--- src/rtl/win_pkg.sv ---
// Shared types and constants for the Winograd F(2x2,3x3) tile scheduler.
package win_pkg;

  localparam int TILE_PIX     = 16;
  localparam int PIX_W        = 8;
  localparam int OUT_PER_TILE = 4;
  localparam int TILE_BITS    = 128;

  typedef enum logic [2:0] {
    IDLE,
    FETCH,
    CAPT,
    EVAL,
    WRITE,
    DONE
  } state_e;

  // A dimension is usable when it is even and a 4x4 tile fits inside it.
  function automatic logic dim_ok(input int unsigned d, input int unsigned max_dim);
    return ((d % 2) == 0) && (d >= 4) && (d <= max_dim);
  endfunction

endpackage

--- src/rtl/win_tile_addr_gen.sv ---
// Tile/pixel/write counters and the pixel and result address arithmetic.
module win_tile_addr_gen
  import win_pkg::*;
#(
  parameter int ADDR_W = 12,
  parameter int DIM_W  = 7
) (
  input  logic              clk,
  input  logic              rst,
  input  logic [DIM_W-1:0]  cfg_h,
  input  logic [DIM_W-1:0]  cfg_w,
  input  logic              clr,
  input  logic              k_step,
  input  logic              w_step,
  input  logic              tile_step,
  output logic [ADDR_W-1:0] rd_addr,
  output logic [ADDR_W-1:0] wr_addr,
  output logic              last_pix,
  output logic              last_wr,
  output logic              last_tile
);

  logic [3:0]       k_q, k_d;
  logic [1:0]       w_q, w_d;
  logic [DIM_W-1:0] tx_q, tx_d, ty_q, ty_d;
  logic [DIM_W-1:0] tx_max, ty_max;
  logic [ADDR_W-1:0] w_ext, row2, col2, rd_row, wr_row;

  assign tx_max    = (cfg_w >> 1) - DIM_W'(2);
  assign ty_max    = (cfg_h >> 1) - DIM_W'(2);
  assign last_pix  = (k_q == 4'd15);
  assign last_wr   = (w_q == 2'd3);
  assign last_tile = (tx_q == tx_max) && (ty_q == ty_max);

  // NOTE: every always_comb output gets a default first so no path leaves it unassigned (no latch).
  always_comb begin
    k_d  = k_q;
    w_d  = w_q;
    tx_d = tx_q;
    ty_d = ty_q;
    if (clr) begin
      k_d  = '0;
      w_d  = '0;
      tx_d = '0;
      ty_d = '0;
    end else begin
      if (k_step) k_d = k_q + 4'd1;
      if (w_step) w_d = w_q + 2'd1;
      if (tile_step) begin
        if (last_tile) begin
          tx_d = '0;
          ty_d = '0;
        end else if (tx_q == tx_max) begin
          tx_d = '0;
          ty_d = ty_q + DIM_W'(1);
        end else begin
          tx_d = tx_q + DIM_W'(1);
        end
      end
    end
  end

  // Tile origin is (2ty, 2tx); k selects the 4x4 offset, w the 2x2 offset.
  always_comb begin
    w_ext   = ADDR_W'(cfg_w);
    row2    = ADDR_W'({ty_q, 1'b0});
    col2    = ADDR_W'({tx_q, 1'b0});
    rd_row  = row2 + ADDR_W'(k_q[3:2]);
    wr_row  = row2 + ADDR_W'(w_q[1]);
    rd_addr = rd_row * w_ext + col2 + ADDR_W'(k_q[1:0]);
    wr_addr = wr_row * (w_ext - ADDR_W'(2)) + col2 + ADDR_W'(w_q[0]);
  end

  // NOTE: sequential state uses non-blocking assignments so all flops update together at the edge.
  always_ff @(posedge clk) begin
    if (rst) begin
      k_q  <= '0;
      w_q  <= '0;
      tx_q <= '0;
      ty_q <= '0;
    end else begin
      k_q  <= k_d;
      w_q  <= w_d;
      tx_q <= tx_d;
      ty_q <= ty_d;
    end
  end

endmodule

--- src/rtl/win_tile_sched.sv ---
// Frame FSM, tile gather register and result registers for the Winograd engine.
module win_tile_sched
  import win_pkg::*;
#(
  parameter int DATA_WIDTH = 19,
  parameter int ADDR_W     = 12,
  parameter int MAX_DIM    = 64,
  parameter int DIM_W      = $clog2(MAX_DIM + 1)
) (
  input  logic                  clk,
  input  logic                  rst,
  input  logic                  start,
  input  logic [DIM_W-1:0]      cfg_h,
  input  logic [DIM_W-1:0]      cfg_w,
  output logic                  busy,
  output logic                  done,
  output logic                  err,
  output logic                  rd_en,
  output logic [ADDR_W-1:0]     rd_addr,
  input  logic [PIX_W-1:0]      rd_data,
  output logic [TILE_BITS-1:0]  tile,
  input  logic [DATA_WIDTH-1:0] win_r0,
  input  logic [DATA_WIDTH-1:0] win_r1,
  input  logic [DATA_WIDTH-1:0] win_r2,
  input  logic [DATA_WIDTH-1:0] win_r3,
  output logic                  wr_en,
  output logic [ADDR_W-1:0]     wr_addr,
  output logic [DATA_WIDTH-1:0] wr_data
);

  state_e state_q, state_d;
  logic   busy_q, busy_d, done_q, done_d, err_q, err_d;
  logic   rd_en_q, rd_en_d, wr_en_q, wr_en_d;
  logic   rd_vld_q, rd_vld_d;
  logic [3:0]                 cap_idx_q, cap_idx_d;
  logic [6:0]                 cap_lsb;
  logic [DIM_W-1:0]           h_q, h_d, w_q, w_d;
  logic [TILE_BITS-1:0]       tile_q, tile_d;
  logic [OUT_PER_TILE-1:0][DATA_WIDTH-1:0] res_q, res_d;
  logic clr, k_step, w_step, tile_step;
  logic last_pix, last_wr, last_tile;

  win_tile_addr_gen #(
    .ADDR_W (ADDR_W),
    .DIM_W  (DIM_W)
  ) u_addr_gen (
    .clk       (clk),
    .rst       (rst),
    .cfg_h     (h_q),
    .cfg_w     (w_q),
    .clr       (clr),
    .k_step    (k_step),
    .w_step    (w_step),
    .tile_step (tile_step),
    .rd_addr   (rd_addr),
    .wr_addr   (wr_addr),
    .last_pix  (last_pix),
    .last_wr   (last_wr),
    .last_tile (last_tile)
  );

  // Slot k lives at bits (15-k)*8 +: 8, i.e. ~k shifted left by 3.
  assign cap_lsb = {~cap_idx_q, 3'b000};

  always_comb begin
    state_d   = state_q;
    busy_d    = busy_q;
    done_d    = 1'b0;
    err_d     = 1'b0;
    rd_en_d   = 1'b0;
    wr_en_d   = 1'b0;
    h_d       = h_q;
    w_d       = w_q;
    tile_d    = tile_q;
    res_d     = res_q;
    clr       = 1'b0;
    k_step    = 1'b0;
    w_step    = 1'b0;
    tile_step = 1'b0;
    rd_vld_d  = rd_en_q;
    cap_idx_d = cap_idx_q;

    // Data returns one cycle after each strobe, so capture trails the reads by one slot.
    if (rd_vld_q) begin
      tile_d[cap_lsb +: PIX_W] = rd_data;
      cap_idx_d                = cap_idx_q + 4'd1;
    end

    unique case (state_q)
      IDLE: begin
        if (start) begin
          if (dim_ok(32'(cfg_h), MAX_DIM) && dim_ok(32'(cfg_w), MAX_DIM)) begin
            state_d = FETCH;
            busy_d  = 1'b1;
            rd_en_d = 1'b1;
            clr     = 1'b1;
            h_d     = cfg_h;
            w_d     = cfg_w;
          end else begin
            err_d = 1'b1;
          end
        end
      end
      FETCH: begin
        k_step = 1'b1;
        if (last_pix) state_d = CAPT;
        else          rd_en_d = 1'b1;
      end
      CAPT: state_d = EVAL;
      EVAL: begin
        res_d   = {win_r3, win_r2, win_r1, win_r0};
        state_d = WRITE;
        wr_en_d = 1'b1;
      end
      WRITE: begin
        w_step = 1'b1;
        res_d  = {DATA_WIDTH'(0), res_q[OUT_PER_TILE-1:1]};
        if (last_wr) begin
          tile_step = 1'b1;
          if (last_tile) begin
            state_d = DONE;
            busy_d  = 1'b0;
            done_d  = 1'b1;
          end else begin
            state_d = FETCH;
            rd_en_d = 1'b1;
          end
        end else begin
          wr_en_d = 1'b1;
        end
      end
      DONE:    state_d = IDLE;
      default: state_d = IDLE;
    endcase
  end

  // NOTE: tile and result registers are reset too, because tile and wr_data must read 0 out of reset.
  always_ff @(posedge clk) begin
    if (rst) begin
      state_q   <= IDLE;
      busy_q    <= 1'b0;
      done_q    <= 1'b0;
      err_q     <= 1'b0;
      rd_en_q   <= 1'b0;
      wr_en_q   <= 1'b0;
      rd_vld_q  <= 1'b0;
      cap_idx_q <= '0;
      h_q       <= '0;
      w_q       <= '0;
      tile_q    <= '0;
      res_q     <= '0;
    end else begin
      state_q   <= state_d;
      busy_q    <= busy_d;
      done_q    <= done_d;
      err_q     <= err_d;
      rd_en_q   <= rd_en_d;
      wr_en_q   <= wr_en_d;
      rd_vld_q  <= rd_vld_d;
      cap_idx_q <= cap_idx_d;
      h_q       <= h_d;
      w_q       <= w_d;
      tile_q    <= tile_d;
      res_q     <= res_d;
    end
  end

  assign busy    = busy_q;
  assign done    = done_q;
  assign err     = err_q;
  assign rd_en   = rd_en_q;
  assign wr_en   = wr_en_q;
  assign tile    = tile_q;
  assign wr_data = res_q[0];

endmodule

--- config.mk ---
export PLATFORM = sky130hd
export DESIGN_NAME = win_tile_sched
export DESIGN_NICKNAME = d
export VERILOG_FILES = /design/src/rtl/win_pkg.sv /design/src/rtl/win_tile_addr_gen.sv /design/src/rtl/win_tile_sched.sv
export SDC_FILE = /design/constraint.sdc
export NUM_CORES = 1
export LEC_CHECK = 0
export BUFFER_PORTS_ARGS = -buffer_cell sky130_fd_sc_hd__buf_2
export CORE_MARGIN = 3
export CORE_UTILIZATION = 25
export DETAILED_ROUTE_END_ITERATION = 8
export PLACE_DENSITY = 0.39
export SLEW_MARGIN = 20
export SYNTH_ARGS = -nofsm -noshare
export SYNTH_HDL_FRONTEND = slang
export SYNTH_SLANG_ARGS = --single-unit
--- constraint.sdc ---
create_clock -name clk -period 10.9 [get_ports clk]
set_input_delay 1.09 -clock clk [delete_from_list [all_inputs] [get_ports clk]]
set_output_delay 1.09 -clock clk [all_outputs]
set_load 0.02 [all_outputs]
### Yosys cells after proc, flatten, opt, wreduce, memory -nomap -nowiden

Index checks and enable logic that the tools add are counted.

* register bits: 251
* latch bits: 0
* RAM bits: 0
* bits in read-only memories: 0
* output and inout bits: 176
* logic and storage cells: 111
* memories kept: 0

* add/subtract/negate cells: 15
* multipliers: 2
* divide/modulo/power cells: 0
* order comparisons: 4
* eq/ne operators: 13
* shift operators: 2
* muxes and demuxes: 32
* bitwise gates (word level): 5
* reduce and logical (&&, ||, !) cells: 19

Operators by type and width (number)
* $pmux W76 S2: 1
* $bwmux W128: 1
* $shift A8 B9 Y128 const A: 1
* $shiftx A8 B9 Y128: 1
* $logic_not A32 Y1: 2
* $mux W7: 4
* $add A12 B8 Y12: 2
* $mux W1: 17
* $mux W3: 5
* $pmux W3 S5: 1
* $add A7 B1 Y7 const B: 2
* $eq A7 B7 Y1: 2
* $ge A7 B3 Y1 const B: 2
* $le A7 B7 Y1 const B: 2
* $sub A6 B2 Y7 const B: 2
* $add A12 B1 Y12: 1
* $add A12 B2 Y12: 1
* $mul A12 B12 Y12: 1
* $mul A12 B7 Y12: 1
* $ne A2 B2 Y1 const B: 5
* $add A8 B1 Y9: 1
* $add A8 B2 Y9: 1
* $neg A7 Y9: 1
* $add A4 B1 Y4 const B: 2
* other kinds (20): 33

### Depth between registers and ports, before layout

* word-level depth: 8
* mapped depth: 23
* gate-level depth less buffers: 22

### Cells and area by module

Synthesis repeated with hierarchy kept, for this count alone.

* cell total of the unflattened synthesis: 1688
* area total of the unflattened synthesis: 14585.2 um2

By module, submodules not included
* win_tile_sched: times used 1, cells each 1066, area an instance 9396.5 um2, seq. area each 4624.4 um2
* win_tile_addr_gen: times used 1, cells each 622, area an instance 5188.7 um2, seq. area each 400.4 um2

### Worst setup path before layout

OpenSTA, ideal clock, no wires.

* path type: reg-to-output
* from: register w_q[3]
* to: output wr_addr[11]
* arrival time: 5.442 ns
* required time: 9.810 ns
* slack: 4.368 ns
* stages on the path, launching flop included: 22
* buffers on the path: 1
* cell sequence: dfxtp_1 clkbuf_1 inv_1 ha_1 a21boi_2 xor2_1 nand2_1 fa_1 inv_1 fa_1 ha_1 fa_1 inv_1 fa_1 inv_1 ha_1 nand2_1 o21ai_0 o41a_1 a21o_1 a21oi_1 xnor2_1

* word-level cells in the longest chain between the ends: 4

Ends and longest elaborated chain
* start, declared: line win_tile_sched.sv:37 `logic [DIM_W-1:0] h_q, h_d, w_q, w_d;`
* start signal, assigned: line win_tile_sched.sv:162 `w_q <= w_d;`
* $sub A7 B2 Y8: line win_tile_addr_gen.sv:71 `wr_addr = wr_row * (w_ext - ADDR_W'(2)) + col2 + ADDR_W'(w_q[0]);`
* $mul A12 B12 Y12: line win_tile_addr_gen.sv:71
* $add A12 B8 Y12: line win_tile_addr_gen.sv:71
* $add A12 B1 Y12: line win_tile_addr_gen.sv:71
* end, declared: line win_tile_sched.sv:27 `output logic [ADDR_W-1:0] wr_addr,`

Every way passes these cells.

### Worst setup path after layout

* from: register w_q[1]
* to: output wr_addr[11]

The elaborated chain is that of the path after synthesis.

==> impl_results.md <==
- Post-Route Setup TNS: 0 ns
- Finished Cell Area: 17,500 um2
- Routed Antenna Nets: 0
- Largest fanout of any net on the critical path: 15
- Async SR Flop Fraction: 0%
- Clock latency on the worst-skew pair: 0.54 ns
- Worst Setup Start Kind: flop
- Clock-pin slew on the worst setup and hold paths: 0.05 ns
- Number of antenna violations at the first check in global routing: 9
- Post-detailed-route wirelength per cell: 17.4 um
- Startpoint-to-endpoint class of the critical path: flop to output port
- Count of final max-slew check failures: 0
- Number of endpoints failing setup at the final stage: 0
- Post-detailed-routing wire length: 45,900 um
- Maximum capacitance violations: 0
- Unique cell type count in the Yosys netlist: 63
- Cell Rows: 87
- RD Place Congestion: 0.778
- Slew at the pin closest to its max-slew limit: 1.00 ns
- Unrepaired setup endpoints after global routing: no
- H-tree lvl count: 2
- Routed vias/inst: 4.49
- Syn Area/Cell: 8.73 um2
- Critical path capture point: wr_addr[11]
- Post-CTS Resized: 0
- Root Buffer Master: clkbuf_16
- Worst Slack Setup Final: 3.15 ns
- Placeable core region: 56,700 um2
- Vias in the first global route: 12,100
- Worst R2R Setup Slack: 8.02 ns
- Final worst clock skew: 0.0202 ns
- Die Y-Extent: 246 um
- Status: finished, final reports clean
- Initial Util: 25.4%
- Share of cells above drive strength 1: 19.6%
- Upper clock frequency limit: 129 MHz
- Area enclosed by the die boundary: 60,600 um2
- Total power consumption of the routed design: 2.26 mW
- Count of final hold-check violations: 0
- Detailed-route via count: 11,800
- DP Area: 16,300 um2
- Count of mapped cells out of synthesis: 1,651
- Dominant register cell in the synthesized netlist: dfxtp_1
- Global route total overflow: 0
- Crit path DAT: 6.66 ns
- Syn Nets: 1,899
- Synthesis Warnings: 0
- Rel. slew slack: 33.3%
- Critical Path Sink Type: output port
- Clock buffer depth: 3
- Reg-to-Reg Start: w_q[3]
- Placement Setup Slack: 3.66 ns
- Endpoint of the worst register-to-register path: rd_en
- Maximum number of pins on one net before global-route repair: 101
- Number of detailed-route iterations in the first pass: 5
- Syn Std Cell Area: 14,400 um2
- Estimated wirelength of the detail-placed design: 33,300 um
- Path type of the worst min-delay path: flop to flop
- FF-to-FF path depth: 9
- First-pass GRT wire length: 70,900 um
- Sequential cell area fraction in the yosys report: 34.7%
- TritonCTS clock tree: done
- Horiz. Die Dim: 246 um
- Synthesis-to-finish area growth: 21.4%
- Launching instance or port of the critical path: w_q[1]
- Net count, final: 2,100
- Global router's overall resource usage: 14.9%
- Number of buffers inserted by post-CTS setup repair: 0
- Boundary pin count: 277
- Required time worst endpoint: 9.81 ns
- Starting DRC count in detailed routing: 591
- Fraction of the cycle the final worst path needs: 71.1%
- Number of remaining DRC errors: 0
- Total leakage power: 8.16 nW
- Number of flip-flops and latches in the synthesized netlist: 250
- P per Cell Area: 129 nW/um2
- Worst supply voltage drop on vdd: 85.3 uV
- TritonCTS Sinks: 250
- Post-route minimum period: 7.75 ns
- Number of buffers created by CTS: 35
- Port Buffers: 276
- Number of hold-repair buffers added at the cts stage: 0
- Number of enable flip-flop cells after synthesis: 0
==> metal layers <==
layer,up-vias,share of wire (%),GRT usage [%]
met2,234,47,24.7
met5,-,0.16,0
li1,5787,-,-
met4,12,2.4,4.17
met1,5733,45,19.5
met3,71,5.1,3.37
==> critical path, stage by stage (launching register included) <==
cell	delay, ns
dfxtp_1	0.70
inv_1	0.28
ha_1	0.29
nor3b_2	0.17
xor2_1	0.48
nand2_1	0.15
fa_1	0.53
inv_1	0.05
fa_1	0.44
ha_1	0.33
fa_1	0.54
inv_1	0.05
fa_1	0.49
inv_1	0.04
ha_1	0.33
nand2_1	0.08
o21ai_0	0.10
o41a_1	0.36
a21o_1	0.19
a21oi_1	0.20
xnor2_1	0.14
buf_2	0.18
==> stage by stage <==
| step | std cells | utilization (%) | hold WS [ns] |
|---|---|---|---|
| after floorplan | 1651 | - | 0.459 |
| after global placement | 2571 | 28.7 | 0.440 |
| after detailed placement | 2571 | 28.7 | 0.444 |
| after CTS | 2633 | 30.8 | 0.451 |
| after global routing | 2633 | 30.9 | 0.469 |
| final | 2634 | 30.9 | 0.448 |
==> sequential cells by signal (all words and copies together), names as in the netlist <==
name / count
busy: 1
cap_idx_q: 4
done: 1
err: 1
h_q: 6
rd_en: 1
rd_vld_q: 1
res_q: 57
state_q: 3
tile: 128
u_addr_gen.k_q: 4
u_addr_gen.tx_q: 7
u_addr_gen.ty_q: 7
u_addr_gen.w_q: 2
w_q: 7
wr_data: 19
wr_en: 1
==> cell usage after synthesis, drive strengths merged (2+ instances only) <==
| cell | n | share of area (%) |
|---|---|---|
| a21boi | 2 | 0.13 |
| a21o | 6 | 0.31 |
| a21oi | 46 | 1.6 |
| a22oi | 19 | 0.99 |
| a311oi | 59 | 3.6 |
| and2 | 63 | 2.7 |
| and3 | 4 | 0.17 |
| and3b | 4 | 0.24 |
| and4 | 3 | 0.18 |
| and4b | 2 | 0.14 |
| buf | 49 | 2.0 |
| clkbuf | 76 | 2.0 |
| dfxtp | 250 | 35 |
| fa | 77 | 11 |
| ha | 70 | 6.1 |
| inv | 126 | 3.3 |
| mux2i | 110 | 7.6 |
| nand2 | 233 | 6.1 |
| nand2b | 12 | 0.52 |
| nand3 | 44 | 1.6 |
| nand3b | 4 | 0.21 |
| nand4 | 7 | 0.30 |
| nor2 | 234 | 6.1 |
| nor2b | 12 | 0.52 |
| nor3 | 9 | 0.35 |
| nor3b | 7 | 0.43 |
| nor4 | 3 | 0.13 |
| o21ai | 11 | 0.41 |
| o31ai | 2 | 0.10 |
| or3 | 3 | 0.16 |
| xnor2 | 56 | 3.5 |
| xor2 | 29 | 1.8 |
==> cells by family (layout without fill, tap and decap cells) <==
family	count (synthesis)	count (layout)	share of synthesized area, %
AO/OA/AOI/OAI	157	157	7.95
XOR/XNOR	85	85	5.22
adder cells (fa/ha/maj)	147	147	16.8
buffers and inverters	251	477	7.28
flip-flops	250	250	34.7
multiplexers	110	110	7.64
other	0	1	0
AND/OR/NAND/NOR	651	651	20.4
==> placed cells by master, fill, tap and decap left out, types with 2 or more instances in the layout <==
master,n
nor3_1,8
nor3b_1,5
o21ai_0,9
bufinv_16,3
clkbuf_1,6
ha_1,70
nand3_1,43
inv_1,126
nand4_1,7
buf_4,12
and2_1,63
xor2_1,29
fa_1,77
and4_1,3
or3_1,2
a311oi_1,59
nand2_2,3
clkbuf_8,10
nor2_1,233
buf_6,2
nand2b_1,12
nor3b_2,2
o31ai_1,2
a22oi_1,19
buf_2,275
inv_6,2
clkbuf_16,36
nor4_1,3
nand3b_1,4
and3b_1,3
nor2b_1,11
mux2i_1,110
and3_1,4
a21o_1,6
dfxtp_1,250
clkinv_2,3
nand2_1,229
and4b_1,2
a21oi_1,46
xnor2_1,55
==> layout make-up <==
type                       instances  area, um2
clock inverter                    10        146
sequential                       250       5000
clock buffer                      52       1060
antenna                            1       2.50
fill                            6066      39200
inverter                         126        473
tap                              756        946
multi-input combinational       1150       8380
timing repair buffer             289       1490
==> how the worst min path moves through the flow <==
stage	slack, ns	cells past startpoint	startpoint	end
after floorplan	0.46	2	wr_data[0]	wr_data[0]
after global placement	0.44	2	tile[52]	tile[52]
after detailed placement	0.44	2	tile[50]	tile[50]
after CTS	0.45	2	tile[48]	tile[48]
after global routing	0.47	2	tile[57]	tile[57]
final	0.45	2	tile[55]	tile[55]
==> power by group <==
part | total [mW] | leakage [nW] | internal, mW | switching (mW)
combinational | 0.127 | 5.56 | 0.0434 | 0.0840
clock | 1.19 | 0.593 | 0.746 | 0.445
sequential | 0.942 | 2.01 | 0.928 | 0.0136
total | 2.26 | 8.16 | 1.72 | 0.543
No activity file was read; power rests on OpenSTA's default activity.
